==> config.mk <==
export PLATFORM = sky130hd
export DESIGN_NAME = ssd_scan_mux_2digit
export DESIGN_NICKNAME = d
export VERILOG_FILES = /design/src/rtl/ssd_pkg.sv /design/src/rtl/ssd_scan_mux_2digit_bcd_to_ssd.sv /design/src/rtl/ssd_scan_mux_2digit.sv
export SDC_FILE = /design/constraint.sdc
export NUM_CORES = 1
export LEC_CHECK = 0
export ABC_AREA = 1
export BUFFER_PORTS_ARGS = -buffer_cell sky130_fd_sc_hd__buf_4
export CORE_AREA = 4 4 96 98
export DETAILED_ROUTE_END_ITERATION = 7
export DIE_AREA = 0 0 100 102
export GPL_TIMING_DRIVEN = 0
export PLACE_DENSITY = 0.59
export SYNTH_ARGS = -nofsm -noshare
export SYNTH_HDL_FRONTEND = slang
export SYNTH_SLANG_ARGS = --single-unit
==> constraint.sdc <==
create_clock -name Clk -period 2.2 [get_ports Clk]
set_input_delay 0.66 -clock Clk [delete_from_list [all_inputs] [get_ports Clk]]
set_output_delay 0.66 -clock Clk [all_outputs]
set_load 0.01 [all_outputs]
==> src/rtl/ssd_pkg.sv <==
// Shared types and constants for the two-digit seven-segment scan multiplexer.
// Segment vectors are {a,b,c,d,e,f,g} with bit6=a, all active-low.
package ssd_pkg;

  typedef enum logic [2:0] {
    IDLE,
    DIG0,
    BLANK0,
    DIG1,
    BLANK1
  } ssd_scan_state_t;

  localparam logic [6:0] SEG_BLANK = 7'b1111111;
  localparam logic [6:0] SEG_DASH  = 7'b1111110;

  localparam logic [6:0] SEG_DIGIT [0:9] = '{
    7'b0000001,
    7'b1001111,
    7'b0010010,
    7'b0000110,
    7'b1001100,
    7'b0100100,
    7'b0100000,
    7'b0001111,
    7'b0000000,
    7'b0000100
  };

  localparam logic [1:0] AN_OFF   = 2'b11;
  localparam logic [1:0] AN_UNITS = 2'b10;
  localparam logic [1:0] AN_TENS  = 2'b01;

endpackage

==> src/rtl/ssd_scan_mux_2digit_bcd_to_ssd.sv <==
// BCD to active-low seven-segment decoder; codes 10..15 show a dash.
module bcd_to_ssd
  import ssd_pkg::*;
(
  input  logic [3:0] bcd,
  output logic [6:0] seg
);

  // Pure lookup, dash for anything that is not a decimal digit
  always_comb begin
    seg = SEG_DASH;
    case (bcd)
      4'd0: seg = SEG_DIGIT[0];
      4'd1: seg = SEG_DIGIT[1];
      4'd2: seg = SEG_DIGIT[2];
      4'd3: seg = SEG_DIGIT[3];
      4'd4: seg = SEG_DIGIT[4];
      4'd5: seg = SEG_DIGIT[5];
      4'd6: seg = SEG_DIGIT[6];
      4'd7: seg = SEG_DIGIT[7];
      4'd8: seg = SEG_DIGIT[8];
      4'd9: seg = SEG_DIGIT[9];
      default: seg = SEG_DASH;
    endcase
  end

endmodule

==> src/rtl/ssd_scan_mux_2digit.sv <==
// Two-digit scan multiplexer: captures tens/units BCD, latches them into the
// displayed copy only at frame start, and scans them onto one shared
// active-low segment bus with blank slots between digits.
// Optional build macro: LEADING_ZERO_BLANK_EN blanks the tens digit when it is 0.
module ssd_scan_mux_2digit
  import ssd_pkg::*;
#(
  parameter int REFRESH_DIV  = 50000,
  parameter int BLANK_CYCLES = 2
) (
  input  logic       Clk,
  input  logic       Rst,
  input  logic       En,
  input  logic       Bcd_valid,
  input  logic [3:0] Bcd1,
  input  logic [3:0] Bcd0,
  output logic [6:0] Seg,
  output logic [1:0] An,
  output logic       Frame_tick
);

  localparam int CNT_MAX = (REFRESH_DIV > BLANK_CYCLES) ? REFRESH_DIV : BLANK_CYCLES;
  localparam int PW      = (CNT_MAX > 1) ? $clog2(CNT_MAX) : 1;

  localparam logic [PW-1:0] DIG_LAST   = PW'(REFRESH_DIV - 1);
  localparam logic [PW-1:0] BLANK_LAST = PW'((BLANK_CYCLES > 0) ? (BLANK_CYCLES - 1) : 0);

  localparam ssd_scan_state_t AFTER_DIG0 = (BLANK_CYCLES > 0) ? BLANK0 : DIG1;
  localparam ssd_scan_state_t AFTER_DIG1 = (BLANK_CYCLES > 0) ? BLANK1 : DIG0;

  ssd_scan_state_t state, state_next;
  logic [PW-1:0]   cnt, cnt_next;
  logic [3:0]      cap1, cap0;
  logic [3:0]      act1, act0;
  logic            frame_start;
  logic [3:0]      dig_sel;
  logic [6:0]      dec_seg;
  logic [6:0]      seg_next;
  logic [1:0]      an_next;

  // Slot sequencing: dwell counter decides when each slot ends; En low forces idle
  always_comb begin
    state_next = state;
    case (state)
      IDLE:    state_next = DIG0;
      DIG0:    if (cnt == DIG_LAST)   state_next = AFTER_DIG0;
      BLANK0:  if (cnt == BLANK_LAST) state_next = DIG1;
      DIG1:    if (cnt == DIG_LAST)   state_next = AFTER_DIG1;
      BLANK1:  if (cnt == BLANK_LAST) state_next = DIG0;
      default: state_next = IDLE;
    endcase
    if (!En) state_next = IDLE;

    cnt_next = cnt + 1'b1;
    if ((state_next != state) || (state_next == IDLE)) cnt_next = '0;

    frame_start = (state_next == DIG0) && (state != DIG0);
  end

  // Pick the digit feeding the shared decoder; at frame start act is being reloaded, so use cap
  always_comb begin
    dig_sel = act0;
    if (state_next == DIG0) dig_sel = frame_start ? cap0 : act0;
    else if (state_next == DIG1) dig_sel = act1;
  end

  bcd_to_ssd u_dec (
    .bcd (dig_sel),
    .seg (dec_seg)
  );

  // Pin values for the slot being entered, so outputs move on the same edge as the state
  always_comb begin
    seg_next = SEG_BLANK;
    an_next  = AN_OFF;
    case (state_next)
      DIG0: begin
        seg_next = dec_seg;
        an_next  = AN_UNITS;
      end
      DIG1: begin
        seg_next = dec_seg;
        an_next  = AN_TENS;
`ifdef LEADING_ZERO_BLANK_EN
        if (act1 == 4'd0) seg_next = SEG_BLANK;
`else
        seg_next = dec_seg;
`endif
      end
      default: begin
        seg_next = SEG_BLANK;
        an_next  = AN_OFF;
      end
    endcase
  end

  // State register and in-slot dwell counter
  always_ff @(posedge Clk or posedge Rst) begin
    if (Rst) begin
      state <= IDLE;
      cnt   <= '0;
    end else begin
      state <= state_next;
      cnt   <= cnt_next;
    end
  end

  // Capture register follows the upstream counter whenever it strobes
  always_ff @(posedge Clk or posedge Rst) begin
    if (Rst) begin
      cap1 <= 4'd0;
      cap0 <= 4'd0;
    end else if (Bcd_valid) begin
      cap1 <= Bcd1;
      cap0 <= Bcd0;
    end
  end

  // Displayed digits change only at frame start so a frame never mixes old and new values
  always_ff @(posedge Clk or posedge Rst) begin
    if (Rst) begin
      act1 <= 4'd0;
      act0 <= 4'd0;
    end else if (frame_start) begin
      act1 <= cap1;
      act0 <= cap0;
    end
  end

  // Registered pin drivers keep decode glitches off the display
  always_ff @(posedge Clk or posedge Rst) begin
    if (Rst) begin
      Seg        <= SEG_BLANK;
      An         <= AN_OFF;
      Frame_tick <= 1'b0;
    end else begin
      Seg        <= seg_next;
      An         <= an_next;
      Frame_tick <= frame_start;
    end
  end

endmodule

==> impl_metrics.sql <==
INSERT INTO impl_metrics (metric_group, metric, value, unit) VALUES
('synthesis', 'synth_mux_area_frac', '0', ''),
('die', 'ioPinCount', '22', ''),
('setup_path', 'start_kind', 'flop', ''),
('placement', 'dp_slack', '-0.273', 'ns'),
('outcome', 'failing_checks', 'setup timing', ''),
('clocking', 'ctsHtreeMaxLevel', '2', ''),
('setup_path', 'ff2ff_setup_slack', '-0.10', 'ns'),
('synthesis', 'synth_enable_flop_cells', '0', ''),
('synthesis', 'largest_family_of_logic_cells_by_synthesized_area', 'simple AND/OR/NAND/NOR gates', ''),
('cells_and_area', 'ant_diodes', '0', ''),
('cells_and_area', 'sequential_cell_area', '1140', 'um2'),
('setup_path', 'critical-path-top-delay-family', 'simple AND/OR/NAND/NOR gates', ''),
('cells_and_area', 'fillers', '818', ''),
('synthesis', 'ys_async_sr_fraction', '1.00', ''),
('timing', 'max_slew_margin', '0.631', ''),
('synthesis', 'synthesis.area', '2480', 'um2'),
('clocking', 'clk-insertion-delay-late', '0.31', 'ns'),
('grt', 'number_of_global_route_vias_before_repair', '1976', ''),
('cells_and_area', 'final_common_cell', 'nand2_1', ''),
('die', 'core.rowCount', '34', ''),
('synthesis', 'total_of_warnings_raised_by_yosys', '0', ''),
('synthesis', 'synth.lib_cells_used.distinct', '33', ''),
('grt', 'grt_antenna_before_repair', '0', ''),
('synthesis', 'postSynthAreaPerCell', '8.59', 'um2'),
('setup_path', 'r2r-end', 'Seg[4]$_DFF_PP1_', ''),
('cells_and_area', 'multi_input_comb_area', '1380', 'um2'),
('cells_and_area', 'layout.cells.most_common_list', '49 x nand2_1, 40 x buf_4, 35 x dfrtp_1', ''),
('routing', 'antenna_violating_nets_post_route', '0', ''),
('synthesis', 'ys_ff_latch', '45', ''),
('synthesis', 'synth.net_count', '310', ''),
('routing', 'vias_per_cell', '4.43', ''),
('timing', 'fin_ws', '-0.102', 'ns'),
('synthesis', 'post_synth_fa_ha_maj_area_fraction', '0.0454', ''),
('setup_path', 'timing.critical_path.to_type', 'flop', ''),
('placement', 'globalplace.congestion', '0.801', ''),
('die', 'chipWidth', '100', 'um'),
('setup_path', 'rr_worst_depth', '17', ''),
('routing', 'drtIter0Drc', '143', ''),
('hold_path', 'timing.hold.worst.class', 'in -> async', ''),
('synthesis', 'synth.largest_area_cell', 'dfrtp_1', ''),
('timing', 'totalNegativeSetupSlack', '-0.529', 'ns'),
('setup_path', 'critPathKind', 'reg -> reg', ''),
('die', 'fp.dieH', '102', 'um'),
('setup_path', 'timing.critical_path.fanout_max', '4', ''),
('timing', 'timing_worst_slew_pin_value', '0.548', 'ns'),
('synthesis', 'synth_sequential_area_ratio', '0.458', ''),
('cells_and_area', 'finalNetCount', '364', ''),
('power', 'vdd_ir_drop_max', '0.000329', 'V'),
('die', 'core-area', '8470', 'um2'),
('synthesis', 'yosys.area_share.simple', '0.323', ''),
('timing', 'fmax', '0.434', 'GHz'),
('timing', 'setup_violations', '10', ''),
('power', 'p_leak', '1.55', 'nW'),
('routing', 'drc_errors', '0', ''),
('grt', 'largest_net_degree_at_the_start_of_global_routing', '27', ''),
('routing', 'first_pass_iters', '4', ''),
('setup_path', 'cp_slowest_cell', 'dfrtp_1', ''),
('outcome', 'outcome', 'finished, violations left', ''),
('clocking', 'cts-buffers-inserted', '5', ''),
('timing', 'drv_slew', '0', ''),
('timing', 'final.setup_skew', '0.00895', 'ns'),
('synthesis', 'synthFlopType', 'dfrtp_1', ''),
('clocking', 'clkSinkCount', '45', ''),
('timing', 'min_period', '2.30', 'ns'),
('clocking', 'clk_transition_reported_paths', '0.09', 'ns'),
('cells_and_area', 'layout-drive-gt1-share', '0.442', ''),
('placement', 'port_buffers', '21', ''),
('power', 'pwr_density_cell', '591', 'nW/um2'),
('synthesis', 'synth-compound-area-share', '0.0666', ''),
('setup_path', 'cp_data_arrival_time', '2.53', 'ns'),
('setup_path', 'path_cells', 'ha_4 -> nand3_4 -> nor2_1 -> nand2_1 -> nand2_2 -> inv_2 -> nor2_4 -> nand4_4 -> buf_6 -> nand2_4 -> nand3_2 -> nand2_4 -> inv_4 -> buf_4 -> ha_1 -> nand3_1 -> nand3_1', '');
[cells in the mapped netlist (5+ instances only)]
library cell and instances:
dfstp_2 9, dfrtp_1 36, nand2_1 55, ha_1 9, nand2_2 8, nor2_1 27, nor3_1 7, xor2_1 5
o21ai_0 14, nor2_2 5, a21oi_1 6, nand3_1 23, nand3_2 5, inv_1 37, inv_2 9
[power by group]
part / switching, mW / internal, mW / leakage, nW / total, mW
logic: 0.235 / 0.187 / 0.936 / 0.422
clock network: 0.290 / 0.369 / 0.0574 / 0.660
registers: 0.0265 / 0.898 / 0.560 / 0.924
[kinds of logic (layout without fill, tap and decap cells)]
kind of cell	count (synthesis)	in the layout
compound gates	26	26
flops	45	45
xor+xnor	6	6
buf+inv	51	106
simple gates	152	152
fa+ha+maj	9	9
[timing repair]
item | 4_1_cts | 5_1_grt
gates cloned | 0 | 1
buffers inserted | 14 | 11
endpoints found under the setup margin | 7 | 23
pin swaps | 17 | 14
resized for setup | 17 | 48
[final cells by class]
cell class                      count  area share
Clock buffer                        6      0.0243
Clock inverter                      2      0.0111
Inverter                           47      0.0549
Sequential cell                    45       0.336
Buffer                              4      0.0122
Multi-Input combinational cell    193       0.408
Tap cell                          108      0.0398
Timing Repair Buffer               47       0.114
[sequential cells by signal (all words and copies together) (netlist names)]
name        cells
Frame_tick      1
cnt            16
An              2
act1            4
Seg             7
cap1            4
act0            4
cap0            4
state           3
[worst max path at each step]
stage,from,to,slack (ns),cells after the start
after global routing,cnt[1]$_DFF_PP0_,Seg[3]$_DFF_PP1_,-0.29,19
after CTS,cnt[1]$_DFF_PP0_,Seg[2]$_DFF_PP1_,-0.11,19
after global placement,cnt[0]$_DFF_PP0_,Seg[3]$_DFF_PP1_,-0.24,17
after floorplan,cnt[0]$_DFF_PP0_,Seg[3]$_DFF_PP1_,0.005,17
final,cnt[0]$_DFF_PP0_,Seg[4]$_DFF_PP1_,-0.10,17
after detailed placement,cnt[0]$_DFF_PP0_,Seg[3]$_DFF_PP1_,-0.27,17
[metrics by stage]
| stage | cells | area [um2] | utilization | total power [mW] |
|---|---|---|---|---|
| final | 452 | 3390 | 0.401 | 2.01 |
| after global routing | 452 | 3390 | 0.401 | 2.11 |
| after CTS | 441 | 3130 | 0.369 | 1.98 |
| after detailed placement | 419 | 2820 | 0.333 | 1.27 |
| after global placement | 418 | 2800 | 0.331 | 1.25 |
| after floorplan | 289 | 2510 | - | 1.16 |
[metal layers]
layer	up-vias	global-route usage	wire length, um
li1	1022	-	-
met3	11	0.0212	171
met5	-	0	0
met2	40	0.181	2540
met1	930	0.138	2450
met4	0	0.0415	114
No activity file was read; power rests on OpenSTA's default activity.
